File: src/rtl/cache_pkg.sv
// Shared sizing parameters, controller state encoding and counter helper
// for the direct-mapped cache controller.
package cache_pkg;

    localparam int WORD_SIZE    = 32;
    localparam int BLOCK_SIZE   = 128;
    localparam int TAG_WIDTH    = 24;
    localparam int INDEX_WIDTH  = 6;
    localparam int OFFSET_WIDTH = 2;
    localparam int ADDR_WIDTH   = TAG_WIDTH + INDEX_WIDTH + OFFSET_WIDTH;
    localparam int STAT_WIDTH   = 16;

    typedef enum logic [2:0] {
        S_IDLE       = 3'd0,
        S_LOOKUP     = 3'd1,
        S_COMPARE    = 3'd2,
        S_WRITE_BACK = 3'd3,
        S_ALLOCATE   = 3'd4,
        S_REFILL     = 3'd5,
        S_DONE       = 3'd6
    } cache_state_t;

    // Statistics counters stick at all-ones instead of wrapping.
    function automatic logic [STAT_WIDTH-1:0] sat_inc(input logic [STAT_WIDTH-1:0] value);
        if (&value) begin
            return value;
        end else begin
            return value + STAT_WIDTH'(1);
        end
    endfunction

endpackage

File: src/rtl/dm_cache_controller.sv
// Direct-mapped cache control FSM: lookup, dirty write-back, refill and
// re-lookup for one CPU request at a time, with saturating statistics.
module dm_cache_controller
    import cache_pkg::*;
(
    input  logic                    clk,
    input  logic                    rst_n,
    input  logic                    cpu_req_valid,
    input  logic                    cpu_req_type,
    input  logic [ADDR_WIDTH-1:0]   cpu_addr,
    input  logic [WORD_SIZE-1:0]    cpu_wdata,
    output logic                    cpu_ready,
    output logic                    cpu_done,
    output logic [WORD_SIZE-1:0]    cpu_rdata,
    output logic [TAG_WIDTH-1:0]    tag,
    output logic [INDEX_WIDTH-1:0]  index,
    output logic [OFFSET_WIDTH-1:0] blk_offset,
    output logic                    req_type,
    output logic                    read_en_cache,
    output logic                    write_en_cache,
    output logic                    refill,
    output logic [WORD_SIZE-1:0]    data_in,
    input  logic                    hit,
    input  logic                    dirty_bit,
    input  logic [WORD_SIZE-1:0]    data_out,
    input  logic [TAG_WIDTH-1:0]    victim_tag,
    output logic                    mem_read_req,
    output logic                    mem_write_req,
    output logic [ADDR_WIDTH-1:0]   mem_addr,
    input  logic                    mem_ack,
    output logic [STAT_WIDTH-1:0]   hit_cnt,
    output logic [STAT_WIDTH-1:0]   miss_cnt,
    output logic [STAT_WIDTH-1:0]   wb_cnt
);

    cache_state_t            state_r;
    cache_state_t            next_state_s;
    logic [ADDR_WIDTH-1:0]   addr_r;
    logic                    type_r;
    logic [WORD_SIZE-1:0]    wdata_r;
    logic                    relookup_r;

    logic                    ready_s;
    logic                    done_s;
    logic [WORD_SIZE-1:0]    rdata_s;
    logic                    rd_en_s;
    logic                    wr_en_s;
    logic                    refill_s;
    logic                    mem_rd_s;
    logic                    mem_wr_s;
    logic [ADDR_WIDTH-1:0]   mem_addr_s;
    logic                    cur_type_s;

    // State register.
    always_ff @(posedge clk or negedge rst_n) begin
        if (!rst_n) begin
            state_r <= S_IDLE;
        end else begin
            state_r <= next_state_s;
        end
    end

    // Next-state decode.
    always_comb begin
        next_state_s = state_r;
        case (state_r)
            S_IDLE: begin
                if (cpu_req_valid) begin
                    next_state_s = S_LOOKUP;
                end else begin
                    next_state_s = S_IDLE;
                end
            end
            S_LOOKUP:  next_state_s = S_COMPARE;
            S_COMPARE: begin
                if (hit) begin
                    next_state_s = S_DONE;
                end else if (dirty_bit) begin
                    next_state_s = S_WRITE_BACK;
                end else begin
                    next_state_s = S_ALLOCATE;
                end
            end
            S_WRITE_BACK: begin
                if (mem_ack) begin
                    next_state_s = S_ALLOCATE;
                end else begin
                    next_state_s = S_WRITE_BACK;
                end
            end
            S_ALLOCATE: begin
                if (mem_ack) begin
                    next_state_s = S_REFILL;
                end else begin
                    next_state_s = S_ALLOCATE;
                end
            end
            S_REFILL: next_state_s = S_LOOKUP;
            S_DONE:   next_state_s = S_IDLE;
            default:  next_state_s = S_IDLE;
        endcase
    end

    // Outputs are decoded from the upcoming state so they register cleanly;
    // on the accepting edge the request type comes straight from the CPU port.
    always_comb begin
        cur_type_s = (state_r == S_IDLE) ? cpu_req_type : type_r;
        ready_s    = (next_state_s == S_IDLE);
        done_s     = (next_state_s == S_DONE);
        rd_en_s    = (next_state_s == S_LOOKUP) && !cur_type_s;
        wr_en_s    = ((next_state_s == S_LOOKUP) && cur_type_s) || (next_state_s == S_REFILL);
        refill_s   = (next_state_s == S_REFILL);
        mem_wr_s   = (next_state_s == S_WRITE_BACK);
        mem_rd_s   = (next_state_s == S_ALLOCATE);
        if ((next_state_s == S_DONE) && !type_r) begin
            rdata_s = data_out;
        end else begin
            rdata_s = {WORD_SIZE{1'b0}};
        end
        case (next_state_s)
            S_WRITE_BACK: mem_addr_s = {victim_tag, addr_r[OFFSET_WIDTH +: INDEX_WIDTH], {OFFSET_WIDTH{1'b0}}};
            S_ALLOCATE:   mem_addr_s = {addr_r[ADDR_WIDTH-1:OFFSET_WIDTH], {OFFSET_WIDTH{1'b0}}};
            default:      mem_addr_s = {ADDR_WIDTH{1'b0}};
        endcase
    end

    // Registered control outputs.
    always_ff @(posedge clk or negedge rst_n) begin
        if (!rst_n) begin
            cpu_ready      <= 1'b1;
            cpu_done       <= 1'b0;
            cpu_rdata      <= {WORD_SIZE{1'b0}};
            read_en_cache  <= 1'b0;
            write_en_cache <= 1'b0;
            refill         <= 1'b0;
            mem_read_req   <= 1'b0;
            mem_write_req  <= 1'b0;
            mem_addr       <= {ADDR_WIDTH{1'b0}};
        end else begin
            cpu_ready      <= ready_s;
            cpu_done       <= done_s;
            cpu_rdata      <= rdata_s;
            read_en_cache  <= rd_en_s;
            write_en_cache <= wr_en_s;
            refill         <= refill_s;
            mem_read_req   <= mem_rd_s;
            mem_write_req  <= mem_wr_s;
            mem_addr       <= mem_addr_s;
        end
    end

    // Request latch and re-lookup marker.
    always_ff @(posedge clk or negedge rst_n) begin
        if (!rst_n) begin
            addr_r     <= {ADDR_WIDTH{1'b0}};
            type_r     <= 1'b0;
            wdata_r    <= {WORD_SIZE{1'b0}};
            relookup_r <= 1'b0;
        end else begin
            if ((state_r == S_IDLE) && cpu_req_valid) begin
                addr_r  <= cpu_addr;
                type_r  <= cpu_req_type;
                wdata_r <= cpu_wdata;
            end else begin
                addr_r  <= addr_r;
                type_r  <= type_r;
                wdata_r <= wdata_r;
            end
            if (state_r == S_REFILL) begin
                relookup_r <= 1'b1;
            end else if (state_r == S_IDLE) begin
                relookup_r <= 1'b0;
            end else begin
                relookup_r <= relookup_r;
            end
        end
    end

    assign tag        = addr_r[ADDR_WIDTH-1 -: TAG_WIDTH];
    assign index      = addr_r[OFFSET_WIDTH +: INDEX_WIDTH];
    assign blk_offset = addr_r[OFFSET_WIDTH-1:0];
    assign req_type   = type_r;
    assign data_in    = wdata_r;

    // Statistics: only the first comparison of a request is counted.
    always_ff @(posedge clk or negedge rst_n) begin
        if (!rst_n) begin
            hit_cnt  <= {STAT_WIDTH{1'b0}};
            miss_cnt <= {STAT_WIDTH{1'b0}};
            wb_cnt   <= {STAT_WIDTH{1'b0}};
        end else if ((state_r == S_COMPARE) && !relookup_r) begin
            if (hit) begin
                hit_cnt <= sat_inc(hit_cnt);
            end else begin
                miss_cnt <= sat_inc(miss_cnt);
                if (dirty_bit) begin
                    wb_cnt <= sat_inc(wb_cnt);
                end else begin
                    wb_cnt <= wb_cnt;
                end
            end
        end else begin
            hit_cnt  <= hit_cnt;
            miss_cnt <= miss_cnt;
            wb_cnt   <= wb_cnt;
        end
    end

endmodule

File: config.mk
export PLATFORM = sky130hd
export DESIGN_NAME = dm_cache_controller
export DESIGN_NICKNAME = d
export VERILOG_FILES = /design/src/rtl/cache_pkg.sv /design/src/rtl/dm_cache_controller.sv
export SDC_FILE = /design/constraint.sdc
export NUM_CORES = 1
export LEC_CHECK = 0
export ABC_AREA = 1
export BUFFER_PORTS_ARGS = -buffer_cell sky130_fd_sc_hd__buf_2
export CORE_UTILIZATION = 53
export DETAILED_ROUTE_END_ITERATION = 16
export PLACE_DENSITY = 0.85
export SLEW_MARGIN = 20
export SYNTH_ARGS = -nofsm -noshare
export SYNTH_HDL_FRONTEND = slang
export SYNTH_SLANG_ARGS = --single-unit
File: constraint.sdc
create_clock -name clk -period 4 [get_ports clk]
set_input_delay 0.4 -clock clk [delete_from_list [all_inputs] [get_ports clk]]
set_output_delay 0.4 -clock clk [all_outputs]
set_load 0.02 [all_outputs]
==> impl_metrics.yaml, run 1 <==
sta:
  hold_violations: 0
  clock_skew_ns: 0.01128
  maxSlewViolCount: 0
  setup_viol_count_final: 0
  clock.fmax_mhz: 414.6
  post-route-min-period_ns: 2.412
  relSlewSlack_pct: 27.68
  post-route-period-util_pct: 60.30
  fin_setup_tns_ns: 0
  worst_hold_slack_ns: 0.02704
  worst_slew_pin_slew_ns: 1.082
  rsz0062_at_grt: "no"
clock_network:
  cts_sinks: 186
  ctsHoldBuffers: 0
  clkTransAtPathRegs_ns: 0.07
  cts_setup_buffers: 0
  cts_root_buf: "clkbuf_16"
  clkLatencyLatePin_ns: 0.42
  cts_buffers: 17
  ctsResizeCount: 0
  cts_tree: "built"
  h-tree-depth: 4
  clock_path_buffers: 2
final_layout:
  area_growth_pct: 27.25
  layout_common_cells: "nand2_1, buf_2, dfrtp_1, nor2_1, inv_1"
  fin_util_pct: 68.66
  layout_commonest_cell: "nand2_1"
  fillers: 1193
  nets: 1401
  final_cells: 1476
  drive_above_1_share_pct: 29.28
placed_design:
  dpl.hpwl_mm: 14.74
  dp_cells: 1440
  io_buffers: 308
  gp_congestion: 0.8561
die:
  die_x_um: 126.2
  die-height_um: 126.2
  initial_core_util_pct: 53.95
  ios: 311
  coreArea_um2: 15150
  rows: 45
  die-area_um2: 15920
drt:
  vias_per_cell: 4.900
  first_pass_iters: 5
  route.detailed.drc: 0
  ant_nets: 0
  drt_iter0_drc: 632
  vias: 7232
  avgRoutedWirePerCell_um: 14.23
  wl_mm: 21.01
setup_path:
  reg2reg_slack_ns: 1.59
  r2r-start: "state_r[0]$_DFF_PN0_"
  critical_path.max_fanout: 64
  end_kind: "register"
  criticalPathCategory: "reg -> reg"
  critPathArrivalTime_ns: 2.76
  r2r_end: "addr_r[28]$_DFFE_PN0P_"
  worstRegToRegCells: 5
  required_ns: 4.35
  cp-start-kind: "register"
  critPathLaunch: "state_r[0]$_DFF_PN0_"
synthesis:
  ys_seq_area_share_pct: 56.97
  netlist_instances: 975
  synth_cell_type_count: 27
  synth-async-reset-ratio_pct: 100.0
  synthFlopType: "dfrtp_1"
  synth_edf_count: 0
  netlist_area_um2: 8172
  syn_avg_cell_area_um2: 8.381
  synth-seq-cells: 186
  yosysWarnings: 0
min_path:
  hold_class: "in -> async"
job:
  drv_cap: 0
power:
  irDropWorstVdd_uv: 505.7
  power_density_nw_per_um2: 686.7
  power_w: 0.007140
  leakage_nw: 6.161
global_routing:
  antenna_found_initial: 4
  grt_overflow: 0
  grt_pass1_vias: 6793
  grt_max_degree: 90
  grt_usage_pct: 27.27
  grt_first_pass_wirelength_mm: 33.90
run_status:
  status: "finished clean"
[flip-flops by register name (all words and copies together) (netlist names), 3 cells and up]
register and flops:
addr_r 32, cpu_rdata 32, data_in 32, hit_cnt 16, mem_addr 30, miss_cnt 16, state_r 3, wb_cnt 16
[cells by family after synthesis]
| kind of cell | Yosys count | synth area share (%) |
|---|---|---|
| fa+ha+maj | 3 | 0.4594 |
| xor+xnor | 30 | 3.215 |
| simple gates | 627 | 32.08 |
| buf+inv | 111 | 6.018 |
| compound gates | 17 | 1.210 |
| other cells | 1 | 0.04589 |
| flops | 186 | 56.97 |
[cells in the mapped netlist (7+ instances only)]
library cell  count  area share, %
buf_2            18            1.1
nor2_1           75            3.4
o21ai_0          15           0.92
xor2_1            7           0.75
inv_1            68            3.1
buf_4             8           0.73
nand4_1          40            3.1
nand2_1         469             22
dfrtp_1         185             57
xnor2_1          23            2.5
inv_2             7           0.32
nand3_1          17            1.0
[layout make-up]
| type | count | area [um^2] | share of cell area, % |
|---|---|---|---|
| Tap cell | 188 | 235.2 | 2.262 |
| Antenna cell | 4 | 10.01 | 0.09626 |
| Sequential cell | 186 | 4656 | 44.77 |
| Inverter | 75 | 281.5 | 2.707 |
| Timing Repair Buffer | 312 | 1590 | 15.29 |
| Clock buffer | 18 | 439.2 | 4.223 |
| Multi-Input combinational cell | 679 | 3033 | 29.17 |
| Clock inverter | 14 | 153.9 | 1.480 |
[layer usage]
layer	part of all wire (%)	track usage, %	up-vias	wire [um]
met5	0	0	-	0
met4	2.6	10.91	0	551
met3	6.5	8.071	34	1369
met2	50	45.11	255	10440
met1	41	33.60	3364	8646
li1	-	-	3579	-
[critical path, cell delays in order (launching register included)]
cell	delay, ns
dfrtp_1	0.43
nor2_1	0.26
nand3_2	0.43
inv_2	0.91
nand2_1	0.14
nand2_1	0.13
[how the worst max path moves through the flow]
stage               cells past startpoint                       to  slack (ns)
floorplan                               9    wb_cnt[3]$_DFFE_PN0P_        2.28
global placement                        6   mem_addr[31]$_DFF_PN0_        1.71
detailed placement                      5    addr_r[6]$_DFFE_PN0P_        1.62
CTS                                     5  data_in[25]$_DFFE_PN0P_        1.55
global route                            5   addr_r[28]$_DFFE_PN0P_        1.32
finish                                  5   addr_r[28]$_DFFE_PN0P_        1.59
[metrics by stage]
| step | setup slack, ns | area [um^2] |
|---|---|---|
| floorplan | 2.284 | 8175 |
| global placement | 1.707 | 9791 |
| detailed placement | 1.616 | 9796 |
| CTS | 1.550 | 10390 |
| global route | 1.315 | 10400 |
| finish | 1.588 | 10400 |
[power by group]
part	internal [W]	switching (W)	total, W
logic	0.000779	0.00188	0.00266
clock network	0.000902	0.000767	0.00167
registers	0.00243	0.000382	0.00281
Power figures use the tool's default switching activity.
==> inputs of run 2 (changes only) <==
CORE_UTILIZATION = 49   (was 53)
PLACE_DENSITY = 0.8   (was 0.85)
clock period = 2.35 ns   (was 4 ns; I/O delays follow)
==> impl_metrics.yaml, run 2 (synthesis gave the netlist of run 1 again) <==
drt:
  vias_per_cell: 4.976
  vias: 7921
  wl_mm: 23.99
  route.detailed.drc: 0
  ant_nets: 0
  avgRoutedWirePerCell_um: 15.07
  drt_iter0_drc: 495
  first_pass_iters: 5
final_layout:
  layout_common_cells: "nand2_1, buf_2, dfrtp_1, dlygate4sd3_1, nor2_1"
  design_area_um2: 11330
  area_growth_pct: 38.66
  drive_above_1_share_pct: 27.73
  fillers: 1163
  multi_input_area_um2: 3028
  ff_latch_area_um2: 4656
  layout_commonest_cell: "nand2_1"
  nets: 1491
die:
  initial_core_util_pct: 50.89
  die_x_um: 131.1
  ios: 311
  die-area_um2: 17200
  coreArea_um2: 16060
  die-height_um: 131.1
  rows: 46
clock_network:
  cts_setup_buffers: 0
  clock_path_buffers: 2
  clkTransAtPathRegs_ns: 0.08
  cts_buffers: 17
  clkLatencyLatePin_ns: 0.43
  cts_root_buf: "clkbuf_16"
  h-tree-depth: 4
  cts_sinks: 186
  cts_tree: "built"
placed_design:
  pre_cts_ws_ns: 0.4768
  dpl.hpwl_mm: 15.02
  gp_congestion: 0.8519
  io_buffers: 308
  place_area_um2: 9888
global_routing:
  antenna_found_initial: 2
  grt_max_degree: 68
  grt_overflow: 0
  grt_usage_pct: 28.32
  grt_pass1_vias: 7813
  grt_first_pass_wirelength_mm: 38.60
setup_path:
  criticalPathCategory: "reg -> reg"
  crit_slowest_cell: "dfrtp_1"
  cpPeakStageDelay_ns: 0.49
  required_ns: 2.72
  critPathArrivalTime_ns: 2.28
  end_kind: "register"
  critPathBufInv: 1
  cp-start-kind: "register"
  critPathMostFrequentCell: "nand2_1"
  cp_top_family: "simple AND/OR/NAND/NOR gates"
  critical_path.max_fanout: 20
  crit_path_cell_trace: "nor2_1, nand2_1, nand3_1, nor2_2, buf_4, nand4_1, nand2_1"
sta:
  fin_setup_tns_ns: 0
  maxSlewViolCount: 0
  worst_slack_ns: 0.4386
  post-route-min-period_ns: 1.911
  clock.fmax_mhz: 523.2
  worst_slew_pin_slew_ns: 0.7087
  relSlewSlack_pct: 52.76
  worst_hold_slack_ns: 0.007183
  hold_violations: 0
  clock_skew_ns: 0.01090
  post-route-period-util_pct: 81.33
  setup_viol_count_final: 0
  rsz0062_at_grt: "no"
power:
  power_w: 0.01243
  power_density_nw_per_um2: 1097
  leakage_nw: 6.552
  irDropWorstVdd_uv: 726.4
min_path:
  hold_class: "in -> reg"
run_status:
  status: "finished clean"
job:
  drv_cap: 0
[run 2: changes by cell type in the layout (fill, tap and decap cells not counted), sizes merged]
cell	before	now
dlygate4sd3	0	85
bufinv	1	0
buf	312	317
inv	81	83
clkinvlp	3	0
clkinv	4	6
diode	4	2
[run 2: worst reg2reg max path, stage by stage, from the launching register on]
cell     delay [ns]
dfrtp_1        0.49
nor2_1         0.11
nand2_1        0.10
nand3_1        0.09
nor2_2         0.44
buf_4          0.35
nand4_1        0.17
nand2_1        0.11
[run 2: what timing repair did]
item / in CTS / in global routing
endpoints found under the hold margin: 141 / 4
hold buffers: 81 / 4
setup endpoints to repair: 0 / 0
gates resized for setup: 0 / 0
[run 2: area by class of cell]
type	instances	share of cell area, %
Sequential cell	186	41.09
Antenna cell	2	0.04417
Timing Repair Buffer	402	22.10
Inverter	75	2.485
Clock buffer	18	3.876
Multi-Input combinational cell	679	26.72
Clock inverter	14	1.303
Tap cell	216	2.385
[run 2: final timing paths]
kind                                          from                  endpoint  slack, ns  cells past startpoint
max reg2reg                   state_r[2]$_DFF_PN0_    mem_addr[12]$_DFF_PN0_       0.44                      7
min in group asynchronous                    rst_n    cpu_rdata[9]$_DFF_PN0_       0.34                      2
min reg2reg                data_in[12]$_DFFE_PN0P_   data_in[12]$_DFFE_PN0P_       0.48                      2
max                           state_r[2]$_DFF_PN0_    mem_addr[12]$_DFF_PN0_       0.44                      7
min                                 victim_tag[19]    mem_addr[27]$_DFF_PN0_      0.007                      3
max in group asynchronous                    rst_n  miss_cnt[10]$_DFFE_PN0P_       1.25                      3
[run 2: metrics by stage]
stage               util, %  instances
floorplan                 -        976
global placement      61.58       1473
detailed placement    61.58       1473
CTS                   70.28       1586
global route          70.55       1591
finish                70.56       1592
[run 2: metal layers]
layer / vias up / share of wire, % / global-route usage, %
met5: - / 0 / 0
met4: 0 / 4.1 / 13.33
met3: 83 / 7.3 / 7.755
met2: 370 / 50 / 48.40
met1: 3709 / 38 / 32.92
li1: 3759 / - / -
[run 2: report_power, final]
part	leakage [nW]	switching (W)	internal, W
clock	0.289	0.00137	0.00145
combinational	3.80	0.00332	0.00147
sequential	2.47	0.000685	0.00414
